### config.mk
export PLATFORM = sky130hd
export DESIGN_NAME = scr_test_sequencer
export DESIGN_NICKNAME = d
export VERILOG_FILES = /design/src/rtl/scr_test_sequencer.sv
export SDC_FILE = /design/constraint.sdc
export NUM_CORES = 1
export LEC_CHECK = 0
export ABC_AREA = 1
export CAP_MARGIN = 40
export CORE_MARGIN = 3
export CORE_UTILIZATION = 59
export DETAILED_ROUTE_END_ITERATION = 12
export PLACE_DENSITY_LB_ADDON = 0.15
export SYNTH_ARGS = -nofsm -noshare
export SYNTH_HDL_FRONTEND = slang
export SYNTH_SLANG_ARGS = --single-unit
### constraint.sdc
create_clock -name i_clk_50m -period 3 [get_ports i_clk_50m]
set_input_delay 0.3 -clock i_clk_50m [delete_from_list [all_inputs] [get_ports i_clk_50m]]
set_output_delay 0.3 -clock i_clk_50m [all_outputs]
set_load 0.005 [all_outputs]
### src/rtl/scr_test_sequencer.sv
// Sequencer for one SCR breakdown/BOD test run. It drives alternating trigger pulses
// and the forbid level to the breakdown detector, and counts faults per polarity.
module scr_test_sequencer #(
    parameter int unsigned PULSE_W    = 500,
    parameter int unsigned HALF_P     = 500000,
    parameter int unsigned SETTLE     = 50000,
    parameter int unsigned TAIL       = 900100,
    parameter int unsigned N_CYC      = 16,
    parameter int unsigned FAIL_LIMIT = 3
) (
    input  logic       i_clk_50m,
    input  logic       i_rst_n,
    input  logic       i_start,
    input  logic       i_abort,
    input  logic       i_fwd_state,
    input  logic       i_neg_state,
    input  logic       i_fwd_bod,
    input  logic       i_neg_bod,
    output logic       o_trig_fwd,
    output logic       o_trig_neg,
    output logic       o_forbid,
    output logic       o_busy,
    output logic       o_done,
    output logic       o_pass,
    output logic [7:0] o_fwd_fault,
    output logic [7:0] o_neg_fault,
    output logic [1:0] o_bod_seen
);

    localparam logic [19:0] PC_PULSE      = 20'(PULSE_W);
    localparam logic [19:0] PC_HALF_END   = 20'(HALF_P - 1);
    localparam logic [19:0] PC_SETTLE_END = 20'(SETTLE - 1);
    localparam logic [19:0] PC_TAIL_END   = 20'(TAIL - 1);
    localparam logic [19:0] PC_SAMPLE     = 20'd4;
    localparam logic [7:0]  K_LAST        = 8'(N_CYC);
    localparam logic [8:0]  LIMIT         = 9'(FAIL_LIMIT);

    typedef enum logic [2:0] {
        ST_IDLE,
        ST_SETTLE,
        ST_FWD,
        ST_NEG,
        ST_DONE
    } state_t;

    state_t      state_q, state_d;
    logic [19:0] pc_q, pc_d;
    logic [7:0]  k_q, k_d;
    logic [7:0]  fwd_fault_q, fwd_fault_d;
    logic [7:0]  neg_fault_q, neg_fault_d;
    logic [1:0]  bod_seen_q, bod_seen_d;
    logic        pass_q, pass_d;
    logic        armed_q, armed_d;
    logic        sample_fwd;
    logic        sample_neg;
    logic        enter_done;

    always_ff @(posedge i_clk_50m or negedge i_rst_n) begin
        if (!i_rst_n) begin
            state_q     <= ST_IDLE;
            pc_q        <= '0;
            k_q         <= '0;
            fwd_fault_q <= '0;
            neg_fault_q <= '0;
            bod_seen_q  <= '0;
            pass_q      <= 1'b0;
            armed_q     <= 1'b0;
        end else begin
            state_q     <= state_d;
            pc_q        <= pc_d;
            k_q         <= k_d;
            fwd_fault_q <= fwd_fault_d;
            neg_fault_q <= neg_fault_d;
            bod_seen_q  <= bod_seen_d;
            pass_q      <= pass_d;
            armed_q     <= armed_d;
        end
    end

    always_comb begin
        state_d     = state_q;
        pc_d        = pc_q + 20'd1;
        k_d         = k_q;
        fwd_fault_d = fwd_fault_q;
        neg_fault_d = neg_fault_q;
        bod_seen_d  = bod_seen_q;
        pass_d      = pass_q;
        armed_d     = armed_q;
        sample_fwd  = 1'b0;
        sample_neg  = 1'b0;
        enter_done  = 1'b0;

        case (state_q)
            ST_IDLE: begin
                pc_d = '0;
                // A start is only taken once i_start has been seen low in IDLE
                if (!i_start) begin
                    armed_d = 1'b1;
                end else if (armed_q) begin
                    armed_d     = 1'b0;
                    fwd_fault_d = '0;
                    neg_fault_d = '0;
                    bod_seen_d  = '0;
                    pass_d      = 1'b0;
                    k_d         = 8'd1;
                    state_d     = ST_SETTLE;
                end
            end
            ST_SETTLE: begin
                if (pc_q == PC_SETTLE_END) begin
                    pc_d    = '0;
                    state_d = ST_FWD;
                end
            end
            ST_FWD: begin
                sample_neg = (pc_q == PC_SAMPLE) && (k_q > 8'd1);
                if (pc_q == PC_HALF_END) begin
                    pc_d    = '0;
                    state_d = ST_NEG;
                end
            end
            ST_NEG: begin
                sample_fwd = (pc_q == PC_SAMPLE);
                if (k_q < K_LAST) begin
                    if (pc_q == PC_HALF_END) begin
                        pc_d    = '0;
                        k_d     = k_q + 8'd1;
                        state_d = ST_FWD;
                    end
                end else if (pc_q == PC_TAIL_END) begin
                    // The long tail lets the detector time out before the last negative sample
                    sample_neg = 1'b1;
                    enter_done = 1'b1;
                    pc_d       = '0;
                    state_d    = ST_DONE;
                end
            end
            ST_DONE: begin
                pc_d    = '0;
                state_d = ST_IDLE;
            end
            default: begin
                pc_d    = '0;
                state_d = ST_IDLE;
            end
        endcase

        if (sample_neg) begin
            if (!i_fwd_state && (neg_fault_q != 8'hFF)) neg_fault_d = neg_fault_q + 8'd1;
            if (i_neg_bod) bod_seen_d[0] = 1'b1;
        end
        if (sample_fwd) begin
            if (!i_neg_state && (fwd_fault_q != 8'hFF)) fwd_fault_d = fwd_fault_q + 8'd1;
            if (i_fwd_bod) bod_seen_d[1] = 1'b1;
        end
        if (enter_done) begin
            pass_d = ({1'b0, fwd_fault_d} + {1'b0, neg_fault_d}) <= LIMIT;
        end

        if (i_abort) begin
            state_d     = ST_IDLE;
            pc_d        = '0;
            k_d         = '0;
            fwd_fault_d = '0;
            neg_fault_d = '0;
            bod_seen_d  = '0;
            pass_d      = 1'b0;
            armed_d     = 1'b0;
        end
    end

    // Outputs decode from registered state so an async reset drops the triggers at once
    assign o_trig_fwd  = (state_q == ST_FWD) && (pc_q < PC_PULSE);
    assign o_trig_neg  = (state_q == ST_NEG) && (pc_q < PC_PULSE);
    assign o_forbid    = (state_q == ST_IDLE) || (state_q == ST_DONE);
    assign o_busy      = (state_q == ST_SETTLE) || (state_q == ST_FWD) || (state_q == ST_NEG);
    assign o_done      = (state_q == ST_DONE);
    assign o_pass      = pass_q;
    assign o_fwd_fault = fwd_fault_q;
    assign o_neg_fault = neg_fault_q;
    assign o_bod_seen  = bod_seen_q;

endmodule

* Yosys cells after proc, flatten, opt, wreduce, memory -nomap -nowiden *
Index checks and enable logic that the tools add are counted.

word-level totals
  register bits after elaboration = 51
  input port bits = 8
  output and inout bits = 24
  word-level logic and storage cells = 108

cells by class
  add/subtract/negate cells = 5
  $lt $le $gt $ge = 4
  equal/unequal tests = 18
  muxes and demuxes = 54
  reductions and logical operators = 19

operators with widths
  operator                                                                          count
  8-bit two-way mux                                                                 17
  20-bit two-way mux                                                                5
  20-bit one-hot mux with 3 select lines                                            1
  8-bit by 1-bit adder with 8-bit output, second input constant                     3
  3-bit two-way mux                                                                 8
  20-bit by 1-bit adder with 20-bit output, second input constant                   1
  20-bit by 16-bit equality test with 1-bit output, second input constant           1
  20-bit by 19-bit equality test with 1-bit output, second input constant           1
  20-bit equality test, second input constant                                       1
  20-bit by 3-bit equality test with 1-bit output, second input constant            1
  20-bit by 9-bit < comparator with 1-bit output, second input constant             1
  3-bit inequality test, second input constant                                      6
  1-bit two-way mux                                                                 16
  8-bit inequality test, second input constant                                      2
  8-bit one-hot mux with 2 select lines                                             1
  3-bit one-hot mux with 4 select lines                                             1
  3-bit nonzero test                                                                4
  8-bit by 8-bit adder with 9-bit output                                            1
  9-bit by 2-bit less-or-equal comparator with 1-bit output, second input constant  1
  8-bit by 1-bit > comparator with 1-bit output, second input constant              1
  8-bit by 5-bit < comparator with 1-bit output, second input constant              1
  2-bit two-way mux                                                                 4
  4-bit inequality test, second input constant                                      2
  3-bit by 2-bit equality test with 1-bit output, second input constant             2
  other kinds (11)                                                                  18

* Logic depth before layout (Yosys ltp) *
Gate-level depths: netlist (run 1).

  word-level depth = 9
  depth in mapped cells = 24
  gate-level depth less buffers = 23

* Worst setup path after synthesis (run 1) *
No wires, ideal clock.

  kind = reg-to-reg
  from = reg neg_fault_q[0], in the netlist o_neg_fault[0]
  to = reg pass_q, in the netlist o_pass
  setup time = 0.065 ns
  data arrival time = 2.612 ns
  data required time = 2.935 ns
  setup slack = 0.323 ns
  stages on the path, launching flop included = 23
  buffers on the path = 0
  period minus slack after synthesis = 2.677 ns
  cells stage by stage = dfrtp_1 > ha_1 > nand2_1 > nor2_1 > a21oi_2 > inv_2 > nand2_1 > nand2_1 > nand2_1 > nand2_1 > inv_1 > ha_1 > inv_1 > fa_1 > o21ai_0 > inv_1 > nand2_1 > nand2_1 > inv_1 > nand2_1 > nor2_1 > nand3_1 > nand2_1

on the way
  longest elaborated chain between the ends = 9
  elaborated cells on any way between the ends = 12
  classes of those cells = 2 x add/sub; 1 x order compare; 1 x eq/ne; 7 x mux; 1 x reduce/logical

RTL lines
  item                                                                                            line  RTL
  start: declaration                                                                              50    logic [7:0] neg_fault_q, neg_fault_d;
  start signal: assignment                                                                        73    neg_fault_q <= neg_fault_d;
  parallel branches: the longest is 4 deep, another holds 8-bit by 1-bit adder with 8-bit output  --
  8-bit two-way mux (*)                                                                           148   if (sample_neg) begin
  8-bit by 8-bit adder with 9-bit output (*)                                                      157   pass_d = ({1'b0, fwd_fault_d} + {1'b0, neg_fault_d}) <= LIMIT;
  9-bit by 2-bit less-or-equal comparator with 1-bit output (*)                                   157
  1-bit two-way mux (*)                                                                           156   if (enter_done) begin
  1-bit two-way mux (*)                                                                           160   if (i_abort) begin
  end signal: assignment                                                                          75    pass_q <= pass_d;
  end: declaration                                                                                52    logic pass_q, pass_d;

Every way passes the cells marked *.
A chain may end at the register's enable or synchronous reset.

* Worst setup path in the final report (run 1) *
  from = reg pc_q[6]
  to = reg pass_q, in the netlist o_pass

on the way
  longest elaborated chain between the ends = 9
  elaborated cells on any way between the ends = 18
  classes of those cells = 1 x add/sub; 1 x order compare; 2 x eq/ne; 9 x mux; 5 x reduce/logical

RTL lines
  item                                                       line  RTL
  start: declaration                                         47    logic [19:0] pc_q, pc_d;
  start signal: assignment                                   70    pc_q <= pc_d;
  20-bit equality test                                       130   end else if (pc_q == PC_TAIL_END) begin
  1-bit two-way mux                                          130
  1-bit two-way mux                                          124   if (k_q < K_LAST) begin
  1-bit one-hot mux with 2 select lines                      93    case (state_q)
  8-bit two-way mux                                          148
  8-bit by 8-bit adder with 9-bit output                     157
  9-bit by 2-bit less-or-equal comparator with 1-bit output  157
  1-bit two-way mux                                          156
  1-bit two-way mux                                          160

Several ways; a longest one is shown, not always the timed one.

==> metrics.cfg, run 1 <==
[outcome]
outcome=completed

[power_and_ir_drop]
vdd_ir_drop_max_mv=0.340
power_density_nw_per_um2=365
p_total_mw=1.69
p_leak_nw=2.31

[detailed_routing]
drt_wl_total_um=9300
dr_total_vias=3722
ant_nets=0
wire_per_inst_um=13.5
drt-initial-drc-count=134
drc_errors=0
vias_per_cell=5.40
drt-pass1-iter-count=5

[global_route]
grt_max_degree=31
grt_pass1_wl_um=15500
grt_pass1_vias=3483
grt_antenna_before_repair=0
overflow=0
grt_util_all_layers_pct=25.3

[floorplanning]
die_w_um=87.5
die-height_um=87.5
start_util_pct=61.3
pin_count=32
num_rows=29
die_area_sq_um=7650
core_sq_um=6390

[critical_path]
rr_worst_depth=21
crit_buf_inv=4
end_kind=register
crit_path_start=pc_q[6]
crit_type=register to register
worst_r2r_endpoint=o_pass
crit_family=simple AND/OR/NAND/NOR gates
required_ns=3.25
cp_data_arrival_time_ns=3.02
start_kind=register
path_cells=nor2_4, nand2_1, nor2_1, nand2_1, nor2_4, nand3_4, nand3_2, nand2_1, inv_1, ha_2, inv_2, fa_2, o21ai_2, inv_1, nand2_1, nand2_1, inv_1, nand2_1, nor2_1, nand3_1, nand2_1
rr_startpoint=pc_q[6]
cpMostUsedCell=nand2_1
cp_slowest_cell=dfrtp_2
worst-path-max-fanout=5
critPathMaxStageDelay_ns=0.45
timing.reg2reg.setup_slack_ns=0.23

[timing]
relSlewSlack_pct=63.2
finalCritPeriodShare_pct=92.2
fin_skew_ns=0.00586
fin_ws_ns=0.233
min_period_ns=2.77
hold_slack_ns=0.499
worstMarginPinSlew_ns=0.552
finalHoldViolations=0
fmax_mhz=361
drv_slew=0
setup_viol=0

[synth]
ys_async_sr_fraction_pct=100
synth-seq-cells=51
ys.flop_type=dfrtp_1
synth-edff-count=0
yosysWarnings=0
postSynthAreaPerCell_sq_um=6.96
synth_nets=587
syn_inst=563
ys_types=43
ys_seq_area_share_pct=32.6
netlist_area_sq_um=3920

[clock_tree]
htree_levels=2
clock_path_buffers=2
clockRootBuffer=clkbuf_8
cts_num_sinks=51
path_clk_slew_ns=0.09
cts_inserted_buffers=5
cts_tree=yes
clkLatencyLatePin_ns=0.30

[placed_design]
dp_hpwl_um=6950
dp.cells=670
port-buffer-count=31
place.gp.congestion=0.868
dp_slack_ns=0.0274

[finish]
fin_util_pct=72.3
syn_to_final_growth_pct=17.9
antenna_cells=0
drive_gt1_share_pct=17.3
final_nets=635
fin_cells=689

[min_path]
min_path_type=input pin to async pin

[run]
maxCapViolCount=0

## synthesized netlist by cell type, types with 2 or more instances
master	count	area share, %
clkbuf_1	2	0.19
buf_2	4	0.51
o21ai_0	17	2.2
nand2_2	11	1.8
o31ai_2	6	1.9
a21boi_0	2	0.38
ha_1	15	4.8
nand4_1	12	1.9
xnor2_1	2	0.45
inv_1	70	6.7
nor2_4	2	0.57
a31oi_1	3	0.48
nor3_2	4	1.0
xor2_1	16	3.6
o21ai_1	5	0.64
nand3b_1	2	0.38
dfrtp_1	51	33
a21oi_1	9	1.1
nand2_1	152	15
inv_2	9	0.86
o31ai_1	4	0.77
nor3_1	8	1.0
nand2_4	3	0.86
nand3_1	33	4.2
nor2_2	6	0.96
nor2_1	92	8.8
nand3_4	3	1.3
buf_6	3	0.86
or2_2	3	0.48
## power breakdown
part	switching (mW)	internal, mW
Clock	0.220	0.211
Combinational	0.336	0.162
Sequential	0.0421	0.715
Total	0.598	1.09
## cells in the final DEF (no fill, tap or decap), types with 2 or more instances in the layout
cell	instances
a21boi_0	2
a21oi_1	8
a21oi_2	2
a31oi_1	3
buf_4	18
clkbuf_8	7
clkdlybuf4s50_1	30
dfrtp_1	44
dfrtp_2	7
ha_1	12
ha_4	2
inv_1	67
inv_2	11
nand2_1	152
nand2_2	9
nand2_4	5
nand3_1	31
nand3_2	3
nand3_4	3
nand3b_1	2
nand4_1	12
nor2_1	84
nor2_2	10
nor2_4	6
nor3_1	8
nor3_2	4
o21ai_0	16
o21ai_1	5
o21ai_2	2
o31ai_1	4
o31ai_2	6
or2_2	3
xnor2_1	2
xor2_1	16
## per-layer routing
metal,global-route usage [%],up-vias,part of all wire [%]
li1,-,1888,-
met1,31.2,1708,43
met4,10.7,0,3.0
met2,43.8,102,50
met5,0,-,0
met3,3.60,24,4.0
## cells by family after synthesis
kind of cell | share of synthesized area, %
and+or+nand+nor | 39.7
buffers and inverters | 9.13
AOI/OAI and AO/OA | 9.26
DFF | 32.6
xor gates and xnor gates | 4.02
adders and majority gates | 5.30
## cell type report
class,instances,area (sq um)
Multi-Input combinational cell,424,2390
Fill cell,487,1770
Sequential cell,51,1280
Timing Repair Buffer,50,450
Inverter,79,299
Clock buffer,8,100
Tap cell,77,96.3
## sequential cells by signal, summed over array words and instances, names as in the netlist
register and count:
o_pass 1, k_q 8, pc_q 20, o_bod_seen 2, armed_q 1, o_fwd_fault 8
o_neg_fault 8, state_q 3
## worst max path at each step
stage             end  slack [ns]  depth (start not counted)
2_1_floorplan  o_pass        0.32                         22
3_3_place_gp   o_pass        0.09                         18
3_5_place_dp   o_pass        0.03                         23
4_1_cts        o_pass        0.05                         18
5_1_grt        o_pass       -0.03                         21
6_report       o_pass        0.23                         21
## per-stage QoR
stage          instance area, sq um  TNS (ns)
2_1_floorplan                  3920         0
3_3_place_gp                   4320         0
3_5_place_dp                   4320         0
4_1_cts                        4430         0
5_1_grt                        4620   -0.0338
6_report                       4620         0
## timing repair
| item | CTS | global route |
|---|---|---|
| hold buffers | 1 | 0 |
| hold endpoints to repair | 21 | 0 |
| buffers inserted | 0 | 10 |
| gates resized for setup | 1 | 35 |
| setup endpoints to repair | 1 | 1 |
| pin swaps | 0 | 14 |
No activity file was read; power rests on OpenSTA's default activity.
==> run 2, diff against run 1 <==
==> constraint.sdc (replaced) <==
create_clock -name i_clk_50m -period 3 [get_ports i_clk_50m]
set_input_delay 0.3 -clock i_clk_50m [delete_from_list [all_inputs] [get_ports i_clk_50m]]
set_output_delay 0.3 -clock i_clk_50m [all_outputs]
set_load 0.02 [all_outputs]
==> results of run 2 <==
The final DEF is identical to that of run 1. Status: completed.
Main changes from that run: total power 1.69 mW -> 1.71 mW; worst IR drop on VDD 0.340 mV -> 0.342 mV
